**src/rtl/fetch_pkg.sv**
```systemverilog
// rtl/fetch_pkg.sv - shared types, constants and helpers for the instruction fetch unit
package fetch_pkg;

    // Fetch sequencer states: wait one cycle after reset, request a word, hold it for the consumer
    typedef enum logic [1:0] {
        ST_BOOT  = 2'd0,
        ST_FETCH = 2'd1,
        ST_HOLD  = 2'd2
    } fetch_state_t;

    localparam int          WORD_BYTES       = 4;
    localparam logic [31:0] WORD_MASK        = 32'(WORD_BYTES - 1);
    localparam logic [31:0] RESET_PC_DEFAULT = 32'h0000_0000;

    // Force an address onto a word boundary
    function automatic logic [31:0] align_pc(input logic [31:0] addr);
        return addr & ~WORD_MASK;
    endfunction

    // True when an address has any byte-offset bits set
    function automatic logic is_misaligned(input logic [31:0] addr);
        return |(addr & WORD_MASK);
    endfunction

endpackage

```
**src/rtl/pc_reg.sv**
```systemverilog
// rtl/pc_reg.sv - 32-bit loadable program counter register with async active-low reset
module pc_reg #(
    parameter logic [31:0] RESET_PC = 32'h0000_0000
) (
    input  logic        clk,
    input  logic        rst,
    input  logic        i_load,
    input  logic [31:0] i_d,
    output logic [31:0] o_q
);

    logic [31:0] r_q;

    // Hold the PC; take a new value only when the fetch unit retires an instruction
    always_ff @(posedge clk or negedge rst) begin
        if (!rst) begin
            r_q <= RESET_PC;
        end else if (i_load) begin
            r_q <= i_d;
        end
    end

    assign o_q = r_q;

endmodule

```
**src/rtl/fetch_unit.sv**
```systemverilog
// rtl/fetch_unit.sv - single-outstanding instruction fetch unit with retire handshake
module fetch_unit
    import fetch_pkg::*;
#(
    parameter logic [31:0] RESET_PC      = RESET_PC_DEFAULT,
    // Starting retire count; lets a resumed context continue its count instead of restarting at zero
    parameter logic [31:0] RESET_RETIRED = 32'h0000_0000
) (
    input  logic        clk,
    input  logic        rst,
    input  logic [31:0] next_pc,
    output logic [31:0] pc,
    output logic        imem_req,
    output logic [31:0] imem_addr,
    input  logic        imem_ack,
    input  logic [31:0] imem_rdata,
    output logic [31:0] instr,
    output logic        instr_valid,
    input  logic        instr_ready,
    output logic        err_misaligned,
    output logic [31:0] retired_count
);

    fetch_state_t r_state;
    fetch_state_t w_state_next;
    logic         w_imem_req;
    logic         w_ack_take;
    logic         w_retire;
    logic [31:0]  w_pc;
    logic [31:0]  w_pc_load;
    logic [31:0]  r_instr;
    logic         r_instr_valid;
    logic         r_err_misaligned;
    logic [31:0]  r_retired_count;

    // An ack only counts while a request is out; a retire only counts while an instruction is held.
    // Because these are mutually exclusive by state, a ready arriving with an ack in FETCH is dropped.
    assign w_ack_take = (r_state == ST_FETCH) && imem_ack;
    assign w_retire   = (r_state == ST_HOLD) && instr_ready;
    assign w_pc_load  = align_pc(next_pc);

    pc_reg #(
        .RESET_PC (RESET_PC)
    ) u_pc_reg (
        .clk    (clk),
        .rst    (rst),
        .i_load (w_retire),
        .i_d    (w_pc_load),
        .o_q    (w_pc)
    );

    // State register; async reset returns to BOOT so the request drops without a clock
    always_ff @(posedge clk or negedge rst) begin
        if (!rst) begin
            r_state <= ST_BOOT;
        end else begin
            r_state <= w_state_next;
        end
    end

    // Next-state and request decode
    always_comb begin
        w_state_next = r_state;
        w_imem_req   = 1'b0;
        case (r_state)
            ST_BOOT: begin
                w_state_next = ST_FETCH;
            end
            ST_FETCH: begin
                w_imem_req = 1'b1;
                if (imem_ack) begin
                    w_state_next = ST_HOLD;
                end
            end
            ST_HOLD: begin
                if (instr_ready) begin
                    w_state_next = ST_FETCH;
                end
            end
            default: begin
                w_state_next = ST_BOOT;
            end
        endcase
    end

    // Capture the fetched word on ack; it stays put until the next ack
    always_ff @(posedge clk or negedge rst) begin
        if (!rst) begin
            r_instr <= 32'h0000_0000;
        end else if (w_ack_take) begin
            r_instr <= imem_rdata;
        end
    end

    // Valid rises the cycle after the ack and falls on the retire edge
    always_ff @(posedge clk or negedge rst) begin
        if (!rst) begin
            r_instr_valid <= 1'b0;
        end else if (w_ack_take) begin
            r_instr_valid <= 1'b1;
        end else if (w_retire) begin
            r_instr_valid <= 1'b0;
        end
    end

    // Sticky misalignment flag; only reset clears it
    always_ff @(posedge clk or negedge rst) begin
        if (!rst) begin
            r_err_misaligned <= 1'b0;
        end else if (w_retire && is_misaligned(next_pc)) begin
            r_err_misaligned <= 1'b1;
        end
    end

    // Retired instruction counter, wraps naturally at 32 bits
    always_ff @(posedge clk or negedge rst) begin
        if (!rst) begin
            r_retired_count <= RESET_RETIRED;
        end else if (w_retire) begin
            r_retired_count <= r_retired_count + 32'd1;
        end
    end

    assign pc             = w_pc;
    assign imem_addr      = w_pc;
    assign imem_req       = w_imem_req;
    assign instr          = r_instr;
    assign instr_valid    = r_instr_valid;
    assign err_misaligned = r_err_misaligned;
    assign retired_count  = r_retired_count;

endmodule

```
**config.mk**
```make
export PLATFORM = sky130hd
export DESIGN_NAME = fetch_unit
export DESIGN_NICKNAME = d
export VERILOG_FILES = /design/src/rtl/fetch_pkg.sv /design/src/rtl/pc_reg.sv /design/src/rtl/fetch_unit.sv
export SDC_FILE = /design/constraint.sdc
export NUM_CORES = 1
export LEC_CHECK = 0
export ABC_AREA = 1
export CAP_MARGIN = 25
export CORE_MARGIN = 5
export CORE_UTILIZATION = 45
export CTS_BUF_LIST = sky130_fd_sc_hd__clkbuf_8
export DETAILED_ROUTE_END_ITERATION = 10
export PLACE_DENSITY = 0.84
export SLEW_MARGIN = 25
export SYNTH_ARGS = -nofsm -noshare
export SYNTH_HDL_FRONTEND = slang
export SYNTH_HIERARCHICAL = 1
export SYNTH_SLANG_ARGS = --single-unit
```
**constraint.sdc**
```tcl
create_clock -name clk -period 3 [get_ports clk]
set_clock_uncertainty 0.1 [all_clocks]
set_input_delay 0.6 -clock clk [delete_from_list [all_inputs] [get_ports clk]]
set_output_delay 0.6 -clock clk [all_outputs]
set_load 0.05 [all_outputs]
```
# Word level (Yosys, flattened, before mapping)
# Index checks and enable logic that the tools add are counted.
# word_totals
register_bits,98
in_bits,68
# op_classes
addsub,1
muxes,6
eq_ne,4
reduce_logical,7
# ops
op,count
adder 32 x 1 -> 32 bit (second input constant),1
one-hot mux 2 bit (3 select lines),1
2-to-1 mux 2 bit,2
!= test 2 bit (second input constant),2
logical AND 1 bit,3
2-to-1 mux 1 bit,3
== test 2 x 1 -> 1 bit (second input constant),1
== test 2 bit (second input constant),1
logical NOT 2 bit,1
AND reduction 2 bit,1
nonzero test 2 bit,1
OR reduction 2 bit,1

# Depth between registers and ports, before layout
# logic_depth
depth_word,4
depth_mapped,9
mapped_depth_nobuf,9

# By module
# Netlist, hierarchy kept.
# by_module_without_submodules
module,instances,area_per_inst_um2,seq_area_each_um2,cells_per_inst
fetch_unit,1,3418.3,1701.6,339
pc_reg,1,1292.5,800.8,136

# Worst setup path before layout
# OpenSTA, ideal clock, no wires.
# synth_timing
path_kind,flip-flop to flip-flop
start,reg r_retired_count[1] (netlist: retired_count[1])
end,reg r_retired_count[28] (netlist: retired_count[28])
n_path_buf,0
required_ns,2.787
setup_slack_ns,1.087
arrival_ns,1.699
path_stages_with_launch,9
cell_sequence,dfrtp_1 -> ha_1 -> nand3_2 -> nor2_4 -> nand3_4 -> nor2_4 -> nand3_1 -> nand2_1 -> inv_1
# synth_between
elab_chain_cells,1
# synth_rtl
item,line_no,rtl
"start, declared",fetch_unit.sv:34,logic [31:0] r_retired_count;
"start signal, assigned",fetch_unit.sv:120,r_retired_count <= r_retired_count + 32'd1;
adder 32 x 1 -> 32 bit,fetch_unit.sv:120,
# No other way between the ends.
# A chain may end at the register's enable or synchronous reset.

# Final worst setup path
# layout_timing
start,reg r_state[1]
end,out imem_req
# layout_between
elab_chain_cells,2
# layout_rtl
item,line_no,rtl
"start, declared",fetch_unit.sv:24,fetch_state_t r_state;
"start signal, assigned",fetch_unit.sv:57,r_state <= w_state_next;
== test 2 x 1 -> 1 bit,fetch_unit.sv:65,case (r_state)
2-to-1 mux 1 bit,fetch_unit.sv:65,
"end, declared",fetch_unit.sv:13,"output logic imem_req,"
# No other way between the ends.

==> summary.txt <==
share of the synthesized area in the top cell type: 53.1%
status: finished clean
sequential area share after synthesis: 53.1%
Synth Flop Type: dfrtp_1
met3 usage: 4.80%
cell-internal power: 0.00360 W
grt ovf: 0
Netlist cell types: 33
Mapped Cells: 475
Tmin final: 2.48 ns
Setup WS post-layout: 0.516 ns
Worst-Skew Late Latency: 0.35 ns
critical path required time: 2.30 ns
CTS tree: built
endpoints failing setup: 0
Die H: 112 um
Ys Warns: 6
Slew headroom: 43.0%
port bufs: 198
CTS Buf Count: 9
H-tree levels: 3
global routing's busiest layer: met2
largest net degree at the start of global routing: 54
DR pass1 iterations: 5
Tot Pwr: 0.00745 W
power per cell area: 1110 nW/um^2
routed vias: 3,748
Initial DRC Count: 173
Hold Crit Class: in2async
clock power share: 10.2%
Root Driver: clkbuf_8
Reg clk slew, reported paths: 0.09 ns
drt wl/cell: 16.1 um
VDD IR max: 0.000937 V
first-pass GRT wire length: 20,200 um
final cell count without fillers: 786
Hold Buf Count CTS: 0
layout filler cell count: 831
clk buf depth: 2
setup_tns: 0 ns
number of global-route vias before repair: 3,870
dominant cells by area after synthesis: dfrtp_1 (53%), nand2_1 (12%), mux2_1 (5.3%)
M1 GR Usage: 23.5%
switching pwr: 0.00385 W
Initial Util: 45.8%
Die X: 112 um
Routed Antenna Nets: 0
cell taking the most area after synthesis: dfrtp_1
Worst Tran Pin Value: 0.853 ns
layout cell share with drive strength beyond 1: 10.0%
area of the core: 10,300 um^2
die area: 12,600 um^2
pins over their slew limit: 0
Logic pwr share: 60.5%
CP Launch Type: register
syn_area_per_cell: 9.92 um^2
synth-to-layout area growth: 42.5%
HPWL Detailed: 9960 um
Hold Violations, Final: 0
io pins: 199
flop and latch count out of synthesis: 100
GR Util met2: 34.8%
GRT Overall Usage: 19.9%
setup repair bufs after CTS: 0
Peak Freq: 0.403 GHz
Mapped Area: 4710 um^2
Final Core Density: 65.3%
Max Cap Viol: 0
DRC: 0
final net count: 715
clk sinks: 100
Worst Setup End Kind: output port
Cells after DPL: 771
number of cell rows: 37
Post-CTS Resized: 0
Final Cycle Share: 82.8%
RePlAce Congestion: 0.838
Async SR Flop Fraction: 100%
switch share: 51.6%
Critical Path AT: 1.78 ns
Reg power frac: 29.3%
Crit Path Max Fanout: 3
n_diodes: 0
number of synthesized flops with an enable pin: 0
post-place setup slack: 0.625 ns
initial antenna violation count: 0
setup repair after global routing missed its margin: no
worst setup path class: reg2out
final WL: 12,600 um
Via-to-Cell Ratio: 4.77
P_leak: 3.18 nW
logic make-up (layout without fill, tap and decap cells):
family / Yosys count / count (layout) / synth area share [%]
buf+inv: 85 / 259 / 11.2
other cells: 1 / 2 / 0.0796
compound gates: 3 / 3 / 0.398
xor+xnor: 21 / 21 / 4.06
flops: 100 / 100 / 53.1
simple gates: 232 / 232 / 23.2
mux: 32 / 32 / 7.65
fa+ha+maj: 1 / 1 / 0.266
routing by layer:
metal | up-vias | routed length (um)
met5 | - | 0
met4 | 0 | 403
met3 | 27 | 963
met2 | 177 | 6380
met1 | 1768 | 4880
li1 | 1776 | -
path summary, 6_finish.rpt:
check / from / end / slack, ns / cells past startpoint
worst max-delay path: r_state[1]$_DFFE_PN0P_ / imem_req / 0.52 / 2
worst min-delay path: rst / retired_count[22]$_DFFE_PN0P_ / 0.18 / 1
worst max register to register: r_state[1]$_DFFE_PN0P_ / instr[15]$_DFFE_PN0P_ / 1.16 / 3
worst min register to register: instr_valid$_DFFE_PN0P_ / instr_valid$_DFFE_PN0P_ / 0.39 / 2
max in group asynchronous: rst / u_pc_reg/o_q[17]$_DFFE_PN0P_ / 1.92 / 2
min in group clk: instr_valid$_DFFE_PN0P_ / instr_valid$_DFFE_PN0P_ / 0.39 / 2
through the flow:
step | cell area [um^2] | hold WS (ns)
3_5_place_dp | 6550 | 0.367
5_1_grt | 6710 | 0.239
4_1_cts | 6710 | 0.207
3_3_place_gp | 6550 | 0.357
6_report | 6710 | 0.184
2_1_floorplan | 4710 | 0.204
sequential cells by signal, indices dropped and copies added (netlist names):
signal and cells:
err_misaligned 1, instr_valid 1, retired_count 32, instr 32
u_pc_reg/o_q 32, r_state 2
worst max-delay path, stage by stage, from the launching register on:
cell             delay (ns)
dfrtp_1                0.45
nor2_4                 0.15
clkdlybuf4s50_1        0.84
layout by cell type (no fill, tap or decap), drive strengths merged:
master | synthesis | routed
nor3 | 7 | 7
clkdlybuf4s50 | 0 | 197
inv | 42 | 44
clkinv | 0 | 2
nor2 | 33 | 33
nand4 | 4 | 4
o21bai | 1 | 1
dfrtp | 100 | 100
ha | 1 | 1
nand3 | 15 | 15
xnor2 | 4 | 4
conb | 1 | 2
mux2 | 32 | 32
buf | 40 | 5
clkbuf | 3 | 11
nand2 | 168 | 168
xor2 | 17 | 17
o21ai | 1 | 1
o22ai | 1 | 1
nand3b | 5 | 5
synth_stat cells (all sizes together) (3+ instances only):
master  instances
clkbuf          3
nor3            7
nor2           33
xor2           17
nand3          15
nand2         168
dfrtp         100
nand3b          5
inv            42
buf            40
xnor2           4
nand4           4
mux2           32
power by group through the flow:
stage / clock network (W) / logic [W] / registers, W
3_5_place_dp: 0 / 0.00454 / 0.00221
2_1_floorplan: 0 / 0.00164 / 0.00372
5_1_grt: 0.000848 / 0.00467 / 0.00224
4_1_cts: 0.000779 / 0.00455 / 0.00218
6_report: 0.000762 / 0.00451 / 0.00218
3_3_place_gp: 0 / 0.00448 / 0.00218
final cells by class:
class / instances / area, um^2 / area share (%)
clock inverters: 4 / 17.5 / 0.261
flip-flops and latches: 100 / 2500 / 37.3
multi-input cells: 291 / 1690 / 25.1
inverters: 42 / 165 / 2.46
well taps: 136 / 170 / 2.53
clock buffers: 11 / 151 / 2.25
repair buffers: 202 / 2020 / 30.1
No activity file was read; power rests on OpenSTA's default activity.
